File: config.mk
export PLATFORM = sky130hd
export DESIGN_NAME = instr_mem_loader
export DESIGN_NICKNAME = d
export VERILOG_FILES = /design/src/rtl/instr_mem_loader.sv
export SDC_FILE = /design/constraint.sdc
export NUM_CORES = 1
export LEC_CHECK = 0
export CORE_ASPECT_RATIO = 1.2
export CORE_MARGIN = 3
export CORE_UTILIZATION = 52
export CTS_BUF_LIST = sky130_fd_sc_hd__clkbuf_4
export CTS_CLUSTER_DIAMETER = 40
export DETAILED_ROUTE_END_ITERATION = 10
export PLACE_DENSITY = 0.88
export SYNTH_ARGS = -nofsm -noshare
export SYNTH_HDL_FRONTEND = slang
export SYNTH_SLANG_ARGS = --single-unit
File: constraint.sdc
create_clock -name clock -period 2.1 [get_ports clock]
set_input_delay 0.21 -clock clock [delete_from_list [all_inputs] [get_ports clock]]
set_output_delay 0.21 -clock clock [all_outputs]
set_load 0.005 [all_outputs]
File: src/rtl/instr_mem_loader.sv
// Instruction-memory loader: packs a big-endian byte stream into 32-bit words,
// writes them to memory, then verifies the contents by reading them back and comparing XOR checksums.
module instr_mem_loader #(
    parameter int DEPTH  = 18,
    parameter int ADDR_W = 5
) (
    input  logic              clock,
    input  logic              reset_VM,
    input  logic              start,
    input  logic [ADDR_W-1:0] num_words,
    input  logic [7:0]        byte_in,
    input  logic              byte_valid,
    output logic              byte_ready,
    input  logic [31:0]       dataout_VM,
    output logic [ADDR_W-1:0] address_VM,
    output logic [31:0]       datain_VM,
    output logic              mode_VM,
    output logic              is_instruction_stored,
    output logic              busy,
    output logic              error,
    output logic [1:0]        err_code,
    output logic [ADDR_W-1:0] words_written
);

    localparam logic [ADDR_W-1:0] DEPTH_W = ADDR_W'(DEPTH);

    typedef enum logic [2:0] {
        S_IDLE, S_COLLECT, S_WRITE, S_RD_ADDR, S_RD_CAP, S_DONE, S_ERROR
    } state_t;

    state_t            state, state_n;
    logic [31:0]       shreg, wsum, rsum, data_q, rsum_upd;
    logic [1:0]        bidx;
    logic [ADDR_W-1:0] rp, nwords, addr_q, rp_inc, ww_inc;
    logic              idle_like, bad_n;

    always_ff @(posedge clock) begin
        if (reset_VM) state <= S_IDLE;
        else          state <= state_n;
    end

    always_comb begin
        idle_like  = (state == S_IDLE) || (state == S_DONE) || (state == S_ERROR);
        bad_n      = (num_words == '0) || (num_words > DEPTH_W);
        rsum_upd   = rsum ^ dataout_VM;
        rp_inc     = rp + 1'b1;
        ww_inc     = words_written + 1'b1;
        state_n    = state;
        byte_ready = (state == S_COLLECT);
        mode_VM    = (state == S_WRITE);
        busy       = !idle_like;
        address_VM = addr_q;
        datain_VM  = data_q;
        case (state)
            S_IDLE, S_DONE, S_ERROR:
                if (start) state_n = bad_n ? S_ERROR : S_COLLECT;
            S_COLLECT:
                if (byte_valid && bidx == 2'd3) state_n = S_WRITE;
            S_WRITE: begin
                address_VM = words_written;
                datain_VM  = shreg;
                state_n    = (ww_inc == nwords) ? S_RD_ADDR : S_COLLECT;
            end
            S_RD_ADDR: begin
                address_VM = rp;
                state_n    = S_RD_CAP;
            end
            S_RD_CAP:
                if (rp_inc == nwords) state_n = (rsum_upd == wsum) ? S_DONE : S_ERROR;
                else                  state_n = S_RD_ADDR;
            default: state_n = S_IDLE;
        endcase
    end

    // Memory address/data are registered copies so they hold their last driven value outside WRITE/RD_ADDR.
    always_ff @(posedge clock) begin
        if (reset_VM) begin
            shreg                 <= '0;
            wsum                  <= '0;
            rsum                  <= '0;
            data_q                <= '0;
            addr_q                <= '0;
            bidx                  <= '0;
            rp                    <= '0;
            nwords                <= '0;
            words_written         <= '0;
            is_instruction_stored <= 1'b0;
            error                 <= 1'b0;
            err_code              <= '0;
        end else begin
            case (state)
                S_IDLE, S_DONE, S_ERROR:
                    if (start) begin
                        is_instruction_stored <= 1'b0;
                        if (bad_n) begin
                            error    <= 1'b1;
                            err_code <= 2'd1;
                        end else begin
                            error         <= 1'b0;
                            err_code      <= '0;
                            words_written <= '0;
                            bidx          <= '0;
                            wsum          <= '0;
                            rsum          <= '0;
                            nwords        <= num_words;
                        end
                    end
                S_COLLECT:
                    if (byte_valid) begin
                        shreg <= {shreg[23:0], byte_in};
                        bidx  <= bidx + 1'b1;
                    end
                S_WRITE: begin
                    wsum          <= wsum ^ shreg;
                    words_written <= ww_inc;
                    addr_q        <= words_written;
                    data_q        <= shreg;
                    rp            <= '0;
                end
                S_RD_ADDR:
                    addr_q <= rp;
                S_RD_CAP: begin
                    rsum <= rsum_upd;
                    rp   <= rp_inc;
                    if (rp_inc == nwords) begin
                        if (rsum_upd == wsum) begin
                            is_instruction_stored <= 1'b1;
                        end else begin
                            error    <= 1'b1;
                            err_code <= 2'd2;
                        end
                    end
                end
                default: ;
            endcase
        end
    end

endmodule

==> results of run 1 <==
## worst min-delay path by stage
stage,startpoint,end,slack [ps]
floorplan,byte_in[0],shreg[0]$_SDFFE_PP0P_,350
global placement,data_q[10]$_SDFF_PP0_,data_q[10]$_SDFF_PP0_,450
detailed placement,data_q[20]$_SDFF_PP0_,data_q[20]$_SDFF_PP0_,460
CTS,reset_VM,words_written[3]$_SDFFE_PP0P_,90
global route,reset_VM,words_written[3]$_SDFFE_PP0P_,90
finish,reset_VM,words_written[3]$_SDFFE_PP0P_,130
## power by group through the flow
stage	clock (mW)	combinational [mW]	sequential, mW
after floorplan	0	1.66	3.39
after global placement	0	2.41	3.41
after detailed placement	0	2.46	3.42
after CTS	1.93	3.00	3.38
after global routing	2.09	3.36	3.41
final	1.93	3.17	3.39
## cell type report
class,instances,area (µm²)
multi-input cells,616,4328
fillers,900,3884
flip-flops and latches,157,3151
repair buffers,165,1634
well taps,168,210.2
clock inverters,14,161.4
clock buffers,18,135.1
inverters,4,22.52
## cell usage after synthesis (10+ instances only)
library cell	n	area share
nand3_1	10	0.0068
mux2i_1	10	0.014
xnor2_1	10	0.012
a211oi_1	30	0.031
clkbuf_1	23	0.012
dfxtp_1	157	0.43
a21oi_1	107	0.073
nand4_1	10	0.0085
nor2_1	56	0.029
o21a_1	33	0.034
nand2_1	208	0.11
o21ai_0	12	0.0082
buf_2	16	0.011
xnor3_1	33	0.10
xor2_1	38	0.045
## layer usage
| layer | routed length [µm] | share of wire |
|---|---|---|
| met4 | 1104 | 0.051 |
| met1 | 7890 | 0.37 |
| met2 | 11430 | 0.53 |
| met5 | 0 | 0 |
| met3 | 1188 | 0.055 |
## timing repair
item | 4_1_cts | 5_1_grt
pin swaps | 23 | 30
setup buffers | 14 | 11
resized for setup | 202 | 90
cloned | 7 | 1
setup endpoints to repair | 40 | 72
## worst reg2reg max path: cells and delay by family, from the launching register on
kind	cells	cell delay, ps
AO/OA/AOI/OAI	3	560
XOR/XNOR	1	110
AND/OR/NAND/NOR	2	510
adder cells (fa/ha/maj)	1	340
flip-flops	1	370
## per-stage QoR
stage | setup slack [ps] | utilization
finish | -98.28 | 0.7129
global route | -172.5 | 0.7129
CTS | -157.0 | 0.6895
detailed placement | -201.8 | 0.6345
global placement | -168.5 | 0.6345
floorplan | 168.3 | -
## cells by family (layout without fill, tap and decap cells)
logic type | after synthesis | count (layout) | synth area share
compound gates | 203 | 203 | 0.1736
xor+xnor | 81 | 81 | 0.1587
fa+ha+maj | 4 | 4 | 0.006657
buf+inv | 54 | 201 | 0.03994
flops | 157 | 157 | 0.4287
mux | 10 | 10 | 0.01365
simple gates | 318 | 318 | 0.1787
## placed cells by master (no fill, tap or decap), types with 3 or more instances in the layout
master and instances:
dfxtp_1 153, nand2_1 136, a21oi_1 107, clkdlybuf4s50_1 56, nor2_1 55, buf_4 47, nand2_2 38, xor2_1 37
nand2_4 34, o21a_1 33, xnor3_1 33, a211oi_1 30, clkbuf_4 18, buf_2 15, buf_6 15, mux2i_1 10
xnor2_1 10, nand4_1 10, nand3_1 9, clkbuf_2 9, buf_12 9, nor3_1 7, o21ai_0 7, dlygate4sd2_1 7
nor2b_1 6, buf_16 6, o21ai_1 5, nand2b_1 4, inv_8 3, inv_1 3, inv_6 3, clkinv_4 3
clkinvlp_4 3, dfxtp_2 3
## flip-flops by register name, indices dropped and copies added (netlist names)
| register | cells |
|---|---|
| words_written | 5 |
| shreg | 32 |
| error | 1 |
| err_code | 2 |
| data_q | 32 |
| rsum | 32 |
| bidx | 2 |
| rp | 5 |
| state | 3 |
| wsum | 32 |
| nwords | 5 |
| addr_q | 5 |
| is_instruction_stored | 1 |
==> results by group, run 1 <==
Setup path
  • CP endpoint kind: output pin
  • CP max stage delay: approximately 350 ps
  • CP Max Fanout: 5
  • Critical Path Source: state[2]$_SDFFE_PP0P_
  • CP startpoint kind: flip-flop
  • WP depth: 8
  • Crit path to: datain_VM[0]
  • Req. time, crit path: between 1500 and 2000 ps
  • Setup Crit Path Kind: flip-flop to output pin
  • FF-to-FF Start: rp[1]$_SDFFE_PP0P_
  • R2r endpoint: error$_SDFFE_PP0P_
  • Worst Path Buf+Inv: 4
  • R2r worst-path depth: 7
  • Reg2Reg Setup Slack: roughly 90 ps
  • CP Data Arrival Time: about 2000 ps
  • Cell Chain, Critical Path: nand2b_4 > or2_4 > inv_8 > buf_6 > buf_12 > nand2_4 > nand2_2 > buf_2
  • CP max stage cell: dfxtp_2
  • CP delay by family, top: simple AND/OR/NAND/NOR gates

Yosys
  • Yosys cell types: between 50 and 60
  • Syn nets: a little under 900
  • Synth async-reset ratio: 0
  • Synthesized area per cell: 8.864 µm²
  • Seq/Total Area, Yosys: 0.4287
  • Mapped Cells: just over 800
  • Synth Flop Type: dfxtp_1
  • Synthesis Warnings: 0
  • Post-synthesis register bit count: 157
  • Mapped Area: ~0.0073 mm²
  • Post-synth EDFFs: 0

Final layout
  • Post-route cell area: 0.009642 mm²
  • Nets: ~1.0k
  • Share of layout cells above drive strength 1: 0.2361
  • Non-filler instance count after layout: between 1k and 1.5k
  • N_diodes: 0
  • P&R area growth vs syn: 31.52%

Clocking
  • H-tree depth: 4
  • Clock Tree Root: clkbuf_4
  • CTS tree: yes
  • Clock sinks: approximately 160
  • Clock latency on the worst-skew pair: 580 ps
  • Clock buffer depth: 2
  • # hold bufs at CTS: 0
  • CTS clk-pin slew, worst paths: roughly 150 ps
  • Total CTS buffers: 17

Power and ir drop
  • Clock share of power: 0.228
  • PD cells: between 800 and 900 mW/mm²
  • NetSw: 3.052 mW
  • Combinational Power Share: 0.373
  • Power Total: approximately 8.5 mW
  • Maximum VDD drop: a little over 800 µV
  • Leakage: roughly 4.0 nW
  • Pint: about 5.4 mW
  • Switching part of the total power: 0.3590
  • Reg power frac: 0.399

Min path
  • Min-Delay Path Depth: 2
  • Worst hold path class: input port to flip-flop

Global routing
  • Global-route met2 utilization: 0.4647
  • Global Route Usage Sum: 0.2623
  • First-pass GRT wire length: about 32 mm
  • Number of global-route vias before repair: 6377
  • Met3 Usage GRT: 0.05387
  • Grt ovf: 0
  • GR peak layer: met2
  • Met1 GRT Util: 0.3011
  • Largest net degree at the start of global routing: 60
  • Antenna violations before repair: 0

Timing
  • Worst hold margin: 129.0 ps
  • Peak Freq: ~0.45 GHz
  • Worst slew margin: 0.5669
  • Setup TNS: -1372 ps
  • Clk_skew: about 22 ps
  • Endpoints failing hold: 0
  • Final period util: 1.047
  • RSZ-0062 raised after global routing: true
  • Final WS setup: -98.28 ps
  • Period minus WS final: between 2000 and 2500 ps
  • Final setup violation count: 22
  • Slew Limit Fails: 0
  • Slew @ Worst Pin: around 650 ps

Placement
  • Placed Area: between 0.008 and 0.009 mm²
  • Port bufs: between 90 and 100
  • Final GP Congestion: roughly 0.88
  • Dpl cells: around 1.1k
  • Post-DP HPWL: 13.05 mm

Detailed routing
  • Via-to-Cell Ratio: a little under 6
  • Via count: between 6k and 7k
  • ANT nets after route: 0
  • Starting DRT DRC Count: between 600 and 700
  • TritonRoute pass-1 iters: 5
  • Avg WL per Cell: roughly 19 µm
  • Drt drc: 0
  • Post-Route WL: about 22 mm

Run status
  • Failing checks: negative setup slack
  • Status: finished, violations left

Floorplanning
  • Core area: 0.01353 mm²
  • Die footprint: between 0.015 and 0.02 mm²
  • Ports: 98
  • Initial Util: 0.5420
  • Die height: 136.1 µm
  • Std-Cell Rows: 46
  • Die X: around 110 µm

Job
  • Max-Cap Viols: 0
Note: power is estimated with default switching activity, not from simulation.
==> run 2, diff against run 1 <==
--- a/config.mk
+++ b/config.mk
@@ -11,6 +11,7 @@
 export CTS_BUF_LIST = sky130_fd_sc_hd__clkbuf_4
 export CTS_CLUSTER_DIAMETER = 40
 export DETAILED_ROUTE_END_ITERATION = 10
+export HOLD_SLACK_MARGIN = 0.03
 export PLACE_DENSITY = 0.88
 export SYNTH_ARGS = -nofsm -noshare
 export SYNTH_HDL_FRONTEND = slang
==> results of run 2 <==
No change in the layout: final DEF, timing and power equal those of run 1.
